## src/rtl/ccff_loader_pkg.sv

```systemverilog
// Shared state encoding and serial CRC-8 helpers for the configuration-chain loader.
// The readback path (CCFF_LOADER_READBACK_EN) is the only user of the CRC items.
package ccff_loader_pkg;

   typedef enum logic [1:0] {
      ST_IDLE   = 2'd0,
      ST_LOAD   = 2'd1,
      ST_VERIFY = 2'd2,
      ST_FINISH = 2'd3
   } state_t;

   localparam logic [7:0] CRC_POLY = 8'h07;
   localparam logic [7:0] CRC_INIT = 8'h00;

   // One bit of an MSB-first CRC-8: feedback is the outgoing top bit XOR the new data bit.
   function automatic logic [7:0] crc8_step(input logic [7:0] crc, input logic din);
      logic fb;
      fb = crc[7] ^ din;
      crc8_step = {crc[6:0], 1'b0} ^ (fb ? CRC_POLY : 8'h00);
   endfunction

endpackage

```

## src/rtl/ccff_crc8.sv

```systemverilog
// Serial CRC-8 accumulator, one bit per enabled cycle.
// Only built when CCFF_LOADER_READBACK_EN is defined; the default build has no CRC logic.
`ifdef CCFF_LOADER_READBACK_EN
module ccff_crc8
   import ccff_loader_pkg::*;
(
   input  logic       clk,
   input  logic       rst_n,
   input  logic       clear,
   input  logic       bit_en,
   input  logic       data_bit,
   output logic [7:0] crc
);

   // CRC register: clear wins over accumulation so a new load always starts from init
   always_ff @(posedge clk or negedge rst_n) begin
      if (!rst_n) begin
         crc <= CRC_INIT;
      end else if (clear) begin
         crc <= CRC_INIT;
      end else if (bit_en) begin
         crc <= crc8_step(crc, data_bit);
      end else begin
         crc <= crc;
      end
   end

endmodule
`endif

```

## src/rtl/ccff_loader.sv

```systemverilog
// Streams bitstream words MSB-first into a configuration flip-flop chain of CHAIN_LEN bits.
// Define CCFF_LOADER_READBACK_EN to add a recirculating VERIFY pass checked by CRC-8.
module ccff_loader
   import ccff_loader_pkg::*;
#(
   parameter int DATA_W    = 8,
   parameter int CHAIN_LEN = 36
) (
   input  logic              prog_clk,
   input  logic              prog_rst_n,
   input  logic              start,
   input  logic              s_valid,
   input  logic [DATA_W-1:0] s_data,
   output logic              s_ready,
   output logic              ccff_head,
   input  logic              ccff_tail,
   output logic              shift_en,
   output logic              busy,
   output logic              done,
   output logic              err
);

   localparam int CNT_W = $clog2(CHAIN_LEN + 1);
   localparam int BL_W  = $clog2(DATA_W + 1);

   localparam logic [CNT_W-1:0] CNT_ZERO = {CNT_W{1'b0}};
   localparam logic [CNT_W-1:0] CNT_ONE  = CNT_W'(1);
   localparam logic [CNT_W-1:0] CNT_MAX  = CNT_W'(CHAIN_LEN);
   localparam logic [CNT_W-1:0] CNT_LAST = CNT_W'(CHAIN_LEN - 1);
   localparam logic [BL_W-1:0]  BL_ZERO  = {BL_W{1'b0}};
   localparam logic [BL_W-1:0]  BL_ONE   = BL_W'(1);
   localparam logic [BL_W-1:0]  BL_FULL  = BL_W'(DATA_W);

   state_t            state_r;
   logic [DATA_W-1:0] sreg_r;
   logic [BL_W-1:0]   bits_left_r;
   logic [CNT_W-1:0]  cnt_r;
   logic              done_r;

   logic shift_en_s;
   logic head_s;
   logic ready_s;
   logic last_s;
   logic start_ok_s;

   assign start_ok_s = (state_r == ST_IDLE) && start;

   // Output and handshake decode from registered state only (head follows tail while verifying)
   always_comb begin
      shift_en_s = 1'b0;
      head_s     = 1'b0;
      ready_s    = 1'b0;
      last_s     = 1'b0;
      case (state_r)
         ST_LOAD: begin
            shift_en_s = (bits_left_r != BL_ZERO) && (cnt_r < CNT_MAX);
            if (shift_en_s) begin
               head_s = sreg_r[DATA_W-1];
            end else begin
               head_s = 1'b0;
            end
            last_s  = shift_en_s && (cnt_r == CNT_LAST);
            // the last-shift guard stops a word being taken once the chain is full
            ready_s = (bits_left_r == BL_ZERO) ||
                      ((bits_left_r == BL_ONE) && shift_en_s && !last_s);
         end
`ifdef CCFF_LOADER_READBACK_EN
         ST_VERIFY: begin
            shift_en_s = 1'b1;
            head_s     = ccff_tail;
            last_s     = (cnt_r == CNT_LAST);
            ready_s    = 1'b0;
         end
`endif
         default: begin
            shift_en_s = 1'b0;
            head_s     = 1'b0;
            ready_s    = 1'b0;
            last_s     = 1'b0;
         end
      endcase
   end

   // Main FSM: word holding register, bits-left and shifted-bit counters, done pulse
   always_ff @(posedge prog_clk or negedge prog_rst_n) begin
      if (!prog_rst_n) begin
         state_r     <= ST_IDLE;
         sreg_r      <= {DATA_W{1'b0}};
         bits_left_r <= BL_ZERO;
         cnt_r       <= CNT_ZERO;
         done_r      <= 1'b0;
      end else begin
         done_r <= 1'b0;
         case (state_r)
            ST_IDLE: begin
               if (start) begin
                  state_r     <= ST_LOAD;
                  bits_left_r <= BL_ZERO;
                  cnt_r       <= CNT_ZERO;
               end
            end
            ST_LOAD: begin
               if (shift_en_s) begin
                  sreg_r      <= {sreg_r[DATA_W-2:0], 1'b0};
                  bits_left_r <= bits_left_r - BL_ONE;
                  cnt_r       <= cnt_r + CNT_ONE;
               end
               if (s_valid && ready_s) begin
                  sreg_r      <= s_data;
                  bits_left_r <= BL_FULL;
               end
               if (last_s) begin
                  // leftover bits of the final word are simply dropped here
                  bits_left_r <= BL_ZERO;
                  cnt_r       <= CNT_ZERO;
`ifdef CCFF_LOADER_READBACK_EN
                  state_r     <= ST_VERIFY;
`else
                  state_r     <= ST_FINISH;
                  done_r      <= 1'b1;
`endif
               end
            end
`ifdef CCFF_LOADER_READBACK_EN
            ST_VERIFY: begin
               cnt_r <= cnt_r + CNT_ONE;
               if (last_s) begin
                  cnt_r   <= CNT_ZERO;
                  state_r <= ST_FINISH;
                  done_r  <= 1'b1;
               end
            end
`endif
            ST_FINISH: begin
               state_r <= ST_IDLE;
            end
            default: begin
               state_r <= ST_IDLE;
            end
         endcase
      end
   end

`ifdef CCFF_LOADER_READBACK_EN
   logic [7:0] crc_load_s;
   logic [7:0] crc_read_s;
   logic       err_r;

   ccff_crc8 u_crc_load (
      .clk      (prog_clk),
      .rst_n    (prog_rst_n),
      .clear    (start_ok_s),
      .bit_en   ((state_r == ST_LOAD) && shift_en_s),
      .data_bit (head_s),
      .crc      (crc_load_s)
   );

   ccff_crc8 u_crc_read (
      .clk      (prog_clk),
      .rst_n    (prog_rst_n),
      .clear    (start_ok_s),
      .bit_en   (state_r == ST_VERIFY),
      .data_bit (ccff_tail),
      .crc      (crc_read_s)
   );

   // Readback verdict: taken in FINISH once both CRCs hold every bit, held until a new start
   always_ff @(posedge prog_clk or negedge prog_rst_n) begin
      if (!prog_rst_n) begin
         err_r <= 1'b0;
      end else if (start_ok_s) begin
         err_r <= 1'b0;
      end else if (state_r == ST_FINISH) begin
         err_r <= err_r | (crc_load_s != crc_read_s);
      end else begin
         err_r <= err_r;
      end
   end

   assign err = err_r;
`else
   logic unused_tail_s;
   assign unused_tail_s = ccff_tail ^ start_ok_s;
   assign err           = 1'b0;
`endif

   assign s_ready   = ready_s;
   assign ccff_head = head_s;
   assign shift_en  = shift_en_s;
   assign busy      = (state_r != ST_IDLE);
   assign done      = done_r;

endmodule

```

## config.mk

```make
export PLATFORM = sky130hd
export DESIGN_NAME = ccff_loader
export DESIGN_NICKNAME = d
export VERILOG_FILES = /design/src/rtl/ccff_loader_pkg.sv /design/src/rtl/ccff_crc8.sv /design/src/rtl/ccff_loader.sv
export SDC_FILE = /design/constraint.sdc
export NUM_CORES = 1
export LEC_CHECK = 0
export BUFFER_PORTS_ARGS = -buffer_cell sky130_fd_sc_hd__buf_2
export CAP_MARGIN = 20
export CORE_MARGIN = 4
export CORE_UTILIZATION = 49
export DETAILED_ROUTE_END_ITERATION = 16
export GPL_ROUTABILITY_DRIVEN = 0
export PLACE_DENSITY = 0.8
export SETUP_SLACK_MARGIN = 0.02
export SYNTH_ARGS = -nofsm -noshare
export SYNTH_HDL_FRONTEND = slang
export SYNTH_SLANG_ARGS = --single-unit
```

## constraint.sdc

```tcl
create_clock -name prog_clk -period 1.8 [get_ports prog_clk]
set_input_delay 0 -clock prog_clk [delete_from_list [all_inputs] [get_ports prog_clk]]
set_output_delay 0 -clock prog_clk [all_outputs]
set_load 0.1 [all_outputs]
```

# --- Yosys cells after proc, flatten, opt, wreduce, memory -nomap -nowiden ---
# Index checks and enable logic that the tools add are counted.
totals:
  input_bits: 13
  out_inout_bits: 6
  wordCells: 53
  reg_bits: 21
op_classes:
  order_cmp: 1
  n_addsub: 2
  muxes: 21
  n_eq_ne: 7
  n_reduce_logical: 17
op_table:
  columns: ["operator", "count"]
  rows:
  - ["$mux 6", 3]
  - ["$mux 4", 4]
  - ["$mux 8", 2]
  - ["$pmux 6 s2", 1]
  - ["$pmux 4 s2", 1]
  - ["$mux 1", 7]
  - ["$add 6x1->6 const B", 1]
  - ["$eq 6x6->1 const B", 1]
  - ["$lt 6x6->1 const B", 1]
  - ["$reduce_and 3->1", 2]
  - ["$reduce_bool 2->1", 3]
  - ["$logic_and 1x1->1", 5]
  - ["$eq 4x1->1 const B", 1]
  - ["$logic_not 4->1", 1]
  - ["$mux 2", 2]
  - ["$ne 2x2->1 const B", 2]
  - ["$ne 4x4->1 const B", 1]
  - ["$pmux 2 s2", 1]
  - ["$reduce_and 2->1", 2]
  - ["$reduce_bool 4->1", 1]
  - ["$sub 4x1->4 const B", 1]
  - ["$ne 3x3->1 const B", 1]
  - ["$eq 2x1->1 const B", 1]
  - ["$logic_not 2->1", 1]
  - ["other kinds (2)", 2]

# --- Longest topological paths before layout ---
# Gate-level depths: netlist (run 1).
logic_depth:
  word_depth: 11
  depth_mapped: 7
  depth_no_buf: 6

# --- Worst setup path after synthesis (run 1) ---
# Ideal clock, no wire load.
synth_timing:
  path_type: "reg-to-output"
  start: "reg cnt_r[4]"
  end: "out s_ready"
  t_required_ns: 1.800
  path_buffers: 0
  stages_incl_launch_ff: 4
  arrival_ns: 3.706
  setup_slack_ns: -1.906
  cell_sequence: "dfrtp_1 -> nor3_1 -> a311oi_1 -> nor4_1"
synth_via:
  elab_chain_len: 7
  elab_cells_between_ends: 9
  classes_between: "1 x order compare; 1 x eq/ne; 1 x mux; 6 x reduce/logical"
synth_rtl:
  columns: ["item", "line_no", "text"]
  rows:
  - ["from (decl)", "ccff_loader.sv:37", "logic [CNT_W-1:0] cnt_r;"]
  - ["from (signal assigned)", "ccff_loader.sv:106", "cnt_r <= cnt_r + CNT_ONE;"]
  - ["$lt 6x6->1", "ccff_loader.sv:56", "shift_en_s = (bits_left_r != BL_ZERO) && (cnt_r < CNT_MAX);"]
  - ["$logic_and 1x1->1", "ccff_loader.sv:56", null]
  - ["$logic_and 1x1->1", "ccff_loader.sv:62", "last_s = shift_en_s && (cnt_r == CNT_LAST);"]
  - ["$logic_not 1->1", "ccff_loader.sv:65", "((bits_left_r == BL_ONE) && shift_en_s && !last_s);"]
  - ["$logic_and 1x1->1 (*)", "ccff_loader.sv:65", null]
  - ["$logic_or 1x1->1 (*)", "ccff_loader.sv:64", "ready_s = (bits_left_r == BL_ZERO) ||"]
  - ["$mux 1 (*)", "ccff_loader.sv:54", "case (state_r)"]
  - ["to (decl)", "ccff_loader.sv:14", "output logic s_ready,"]
# Every way passes the cells marked *; elsewhere a longest branch is shown, timed or not.

# --- Worst setup path after layout (run 1) ---
layout_timing:
  start: "reg cnt_r[2]"
  end: "out s_ready"
# Same word-level chain as after synthesis.

==> results of run 1 <==
-- cell usage after synthesis, types with 2 or more instances --
cell / number
or3_1: 3
ha_1: 3
mux2_2: 7
a41oi_1: 2
a21boi_0: 2
inv_1: 6
nor3_1: 3
mux2_4: 7
nand3_1: 3
buf_2: 2
o31a_1: 2
nor2_1: 7
o21ai_0: 3
dfrtp_1: 21
a22o_1: 3
nor2b_1: 2
nand2_1: 3
a21oi_1: 2
-- logic make-up (layout without fill, tap and decap cells) --
group | after synthesis | in the layout
multiplexers | 15 | 15
flip-flops | 21 | 21
adder cells (fa/ha/maj) | 3 | 3
buffers and inverters | 11 | 82
other | 1 | 2
AND/OR/NAND/NOR | 31 | 31
AO/OA/AOI/OAI | 23 | 23
-- worst register-to-register path, stage by stage (launching register included) --
cell	delay [ns]
dfrtp_1	0.44
buf_6	0.14
ha_4	0.16
nor2b_4	0.13
a311oi_4	0.30
buf_4	0.19
nand4bb_4	0.17
buf_12	0.15
mux2_4	0.31
-- stage by stage --
step	hold WS (ns)	util [%]	area, um^2
after floorplan	-0.296	-	1210
after global placement	-0.0201	68.6	1530
after detailed placement	-0.0142	68.6	1530
after CTS	0.127	82.5	1840
after global routing	0.163	92.7	2070
final	0.144	92.8	2070
-- how the worst max path moves through the flow --
| stage | end | slack [ns] |
|---|---|---|
| global route | s_ready | -0.34 |
| global placement | sreg_r[5] | -0.16 |
| finish | s_ready | -0.31 |
| CTS | sreg_r[5] | -0.26 |
| detailed placement | sreg_r[5] | -0.18 |
| floorplan | cnt_r[0] | -0.23 |
-- per-layer routing --
| metal | part of all wire (%) | vias up | global-route usage [%] | wire length, um |
|---|---|---|---|---|
| met5 | 0 | - | 0 | 0 |
| met3 | 6.4 | 39 | 4.37 | 330 |
| met4 | 7.7 | 0 | 11.3 | 395 |
| li1 | - | 526 | - | - |
| met2 | 49 | 87 | 45.2 | 2530 |
| met1 | 37 | 643 | 30.1 | 1880 |
-- power by group --
group	internal [uW]	leakage (uW)	total [uW]	switching [uW]
clock	83.5	0.0000177	260	176
combinational	1990	0.000714	3860	1870
sequential	671	0.000263	858	187
-- registers in the layout (all words and copies together), names as in the netlist --
signal	cells
sreg_r	8
cnt_r	6
bits_left_r	4
state_r	2
done	1
-- what timing repair did --
action	4_1_cts	5_1_grt
setup buffers	13	9
gates cloned	0	0
hold endpoints to repair	30	0
pin swaps	7	15
hold buffers	10	0
endpoints found under the setup margin	19	21
gates resized for setup	19	35
-- final cells by class --
class / count / share of cell area, %
flip-flops and latches: 21 / 25.4
repair buffers: 72 / 30.7
clock buffers: 3 / 1.09
well taps: 28 / 1.69
inverters: 6 / 1.27
diodes: 1 / 0.121
multi-input cells: 73 / 39.5
clock inverters: 1 / 0.242
==> out/metrics.csv, run 1 <==
metric;value;unit
status;finished with violations;
violations;setup timing;
core;2230;um^2
synth_top_family_by_area;multiplexers;
synthMuxAreaShare;16.6;%
regArea;526;um^2
total_power;4980;uW
crit_buf_inv;4;
ys_top_cells_by_area;dfrtp_1, mux2_4, mux2_2;
clk_pin_slew;0.13;ns
yosys_most_used_dff;dfrtp_1;
layout_common_cells;buf_4, dfrtp_1, mux2_4;
grt_pass1_wl;6200;um
cp.depth;7;
synthSimpleGateAreaFrac;14.9;%
cts_made_buffers;3;
synthAdderAreaFrac;3.22;%
critPathKind;register to output pin;
synth_cells;105;
cp_top_family;buffers and inverters;
async_flop_share;100;%
finClkSkew;0.00677;ns
syn2layout_area_growth;77.7;%
rsz0062_at_grt;yes;
r2r_cells;8;
r2r_setup_slack;-0.29;ns
max_freq;0.474;GHz
setup_ws;-0.308;ns
setup_viol;21;
finalWirelength;5140;um
slew_viol_final;0;
synth-compound-area-share;15.0;%
htreeDepth;1;
yosysSeqAreaShare;45.1;%
multi_input_area;818;um^2
overflow;0;
path_cells;buf_4, nor3_4, a311oi_4, buf_4, buf_6, nor4_4, buf_12;
grt_max_degree;22;
crit_fanout;2;
fin_setup_tns;-4.44;ns
grt_use_total;25.6;%
regToRegEndpoint;sreg_r[7];
dr.pass1.iters;4;
peakVddDrop;2210;uV
hp-start;s_valid;
grt_pass1_vias;1217;
drive_above_1_share;60.2;%
antenna_found_initial;0;
p_per_area;2400;nW/um^2
crit_path_start;cnt_r[2];
place_inst;169;
layout_commonest_cell;buf_4;
cp.arrival;2.11;ns
worstPathRequired;1.80;ns
synth-edff-count;0;
crit_top_cell;buf_4;
fin_cells;205;
synth_top_cell_by_area;dfrtp_1;
final.period_utilization;117;%
yosys.area.top_type_share;45.1;%
r2r_start;bits_left_r[0];
max_stage_delay;0.42;ns
hpwl;2030;um
numClockSinks;21;
nFillCells;74;
post_drt_wl_per_cell;25.1;um
start_util;52.2;%
die_w;56.8;um
ys_warn_count;0;
synth-xor-area-share;0;%
portBuffers;16;
ioPinCount;19;
die_y;56.8;um
critPathLaunchType;register;
syn_avg_cell_area;11.1;um^2
min_to;bits_left_r[3];
insertion_delay;0.33;ns
fp-row-count;17;
synthesis.nets;121;
hold_depth;4;
ant_nets;0;
leakage;0.000995;uW
route.detailed.drc;0;
slowest_stage;dfrtp_1;
clk_path_buf_depth;2;
period_needed;2.11;ns
hold_violations;0;
ys_ff_latch;21;
vias;1295;
maxCapViolCount;0;
hp-class;input port to register;
synth_cell_types;42;
avgViaCountPerCell;6.32;
cts-root-buf;clkbuf_4;
die-area;3220;um^2
cp-end-kind;output pin;
dp_slack;-0.177;ns
syn_area;1170;um^2
cts_tree;yes;
drt_iter0_markers;71;
nNetsFinal;193;
No activity file was read; power rests on OpenSTA's default activity.
==> run 2, diff against run 1 <==
- SETUP_SLACK_MARGIN: 0.02 -> 0.1
==> run 2 against run 1 <==
Clock power shrank 9.2%. Critical path depth grew 1. Worst hold slack gained 0.0046 ns. Sequential share of layout area grew 1.8 points. Fmax grew 1.8%. Critical endpoint is now ccff_head. Register-to-register slack gained 0.04 ns. Highest routed layer unchanged. The run still ends with setup timing left. Non-clock buffer count shrank 9. Combinational power shrank 12%. Largest power group unchanged. Cell area shrank 6.8%. Cell count shrank 4.9%. Die area is the same. Setup slack gained 0.038 ns.
==> out/metrics.csv, run 2 (synthesis results as in run 1) <==
metric;value;unit
largestRegisters;sreg_r (8), cnt_r (6), bits_left_r (4);
antenna_cells;0;
path_cells;inv_2, ha_4, nor3b_4, or3_4, buf_8, clkinvlp_4, and2_4, buf_12;
route.detailed.drc;0;
finClkSkew;0.0137;ns
syn2layout_area_growth;65.7;%
p_per_area;2320;nW/um^2
regToRegEndpoint;sreg_r[4];
status;finished with violations;
critPathKind;register to output pin;
cp.arrival;2.07;ns
grt_use_total;25.2;%
critPathLaunchType;register;
cp-end-kind;output pin;
wl_met2;2120;um
setup_ws;-0.271;ns
hp-class;input port to async pin;
top_layer_used;met4;
die-area;3220;um^2
finalWirelength;4270;um
final.period_utilization;115;%
insertion_delay;0.32;ns
wl_met3;340;um
antenna_found_initial;0;
start_util;52.2;%
dr.pass1.iters;4;
hpwl;2170;um
grt_pass1_vias;1220;
slew_viol_final;0;
r2r_cells;7;
fp-row-count;17;
clk_path_buf_depth;2;
htreeDepth;1;
violations;setup timing;
nFillCells;103;
ant_nets;0;
slowest_stage;dfrtp_1;
grt_pass1_wl;6140;um
setup_viol;21;
max_stage_delay;0.44;ns
die_y;56.8;um
dpl_cell_area;1540;um^2
ioPinCount;19;
portBuffers;16;
nNetsFinal;184;
layout_common_cells;buf_4, dfrtp_1, buf_2;
regArea;526;um^2
layout_commonest_cell;buf_4;
period_needed;2.07;ns
crit_fanout;5;
worstPathRequired;1.80;ns
r2r_start;bits_left_r[0];
rsz0062_at_grt;yes;
cts_tree;yes;
avgViaCountPerCell;6.17;
hold_violations;0;
fin_setup_tns;-3.53;ns
drt_iter0_markers;62;
core;2230;um^2
cts-root-buf;clkbuf_4;
numClockSinks;21;
peakVddDrop;1750;uV
grt_max_degree;22;
leakage;0.000926;uW
overflow;0;
largest_reg_flops;8;
post_drt_wl_per_cell;21.9;um
drive_above_1_share;55.1;%
dp_slack;-0.186;ns
clk_pin_slew;0.12;ns
maxCapViolCount;0;
vias;1204;
final_cell_area;1930;um^2
max_freq;0.483;GHz
r2r_setup_slack;-0.25;ns
die_w;56.8;um
cts_made_buffers;3;
largest-register;sreg_r;
multi_input_area;772;um^2
wl_met1;1540;um
-- run 2: cell types whose count changed in the layout (fill, tap and decap cells not counted), sizes merged --
cell	delta
clkbuf	+1
buf	-9
diode	-1
clkinv	-1
-- run 2: repair_timing --
| item | in CTS | in global routing |
|---|---|---|
| hold buffers | 10 | 0 |
| hold endpoints to repair | 30 | 0 |
| resized for setup | 25 | 11 |
| pin swaps | 10 | 8 |
| endpoints found under the setup margin | 21 | 21 |
| buffers inserted | 4 | 8 |
| cloned | 1 | 0 |
-- run 2: cell type report --
type,count,share of cell area [%]
Tap cell,28,1.81
Inverter,6,1.36
Sequential cell,21,27.2
Multi-Input combinational cell,73,40.0
Timing Repair Buffer,63,28.3
Clock buffer,4,1.36
-- run 2: worst max path at each step --
stage,startpoint,endpoint,slack (ns),cells past startpoint
floorplan,cnt_r[4],ccff_head,-0.21,5
global placement,cnt_r[4],sreg_r[1],-0.13,5
detailed placement,bits_left_r[0],bits_left_r[3],-0.19,7
CTS,bits_left_r[0],ccff_head,-0.19,8
global route,bits_left_r[0],ccff_head,-0.35,8
finish,bits_left_r[0],ccff_head,-0.27,8
-- run 2: per-stage QoR --
| stage | instances | hold WS, ns | util (%) | power, uW |
|---|---|---|---|---|
| finish | 195 | 0.148 | 86.5 | 4470 |
| global route | 195 | 0.197 | 86.5 | 4670 |
| CTS | 187 | 0.159 | 81.6 | 4000 |
| detailed placement | 168 | -0.0208 | 69.0 | 3280 |
| global placement | 168 | -0.0234 | 69.0 | 3140 |
| floorplan | 105 | -0.296 | - | 2420 |
-- run 2: critical path, delay by kind of cell (launching register included) --
kind          cells  cell delay, ns
flops             1            0.44
fa+ha+maj         1            0.18
buf+inv           4            0.47
simple gates      3            0.65
-- run 2: report_power, final --
| part | total [uW] | switching [uW] | internal (uW) |
|---|---|---|---|
| sequential | 846 | 174 | 672 |
| clock | 236 | 149 | 86.8 |
| combinational | 3390 | 1660 | 1740 |
| total | 4470 | 1980 | 2490 |
-- run 2: layer usage --
metal	vias up	global-route usage, %
li1	511	-
met1	577	28.8
met2	84	43.1
met3	32	5.98
met4	0	13.2
met5	-	0
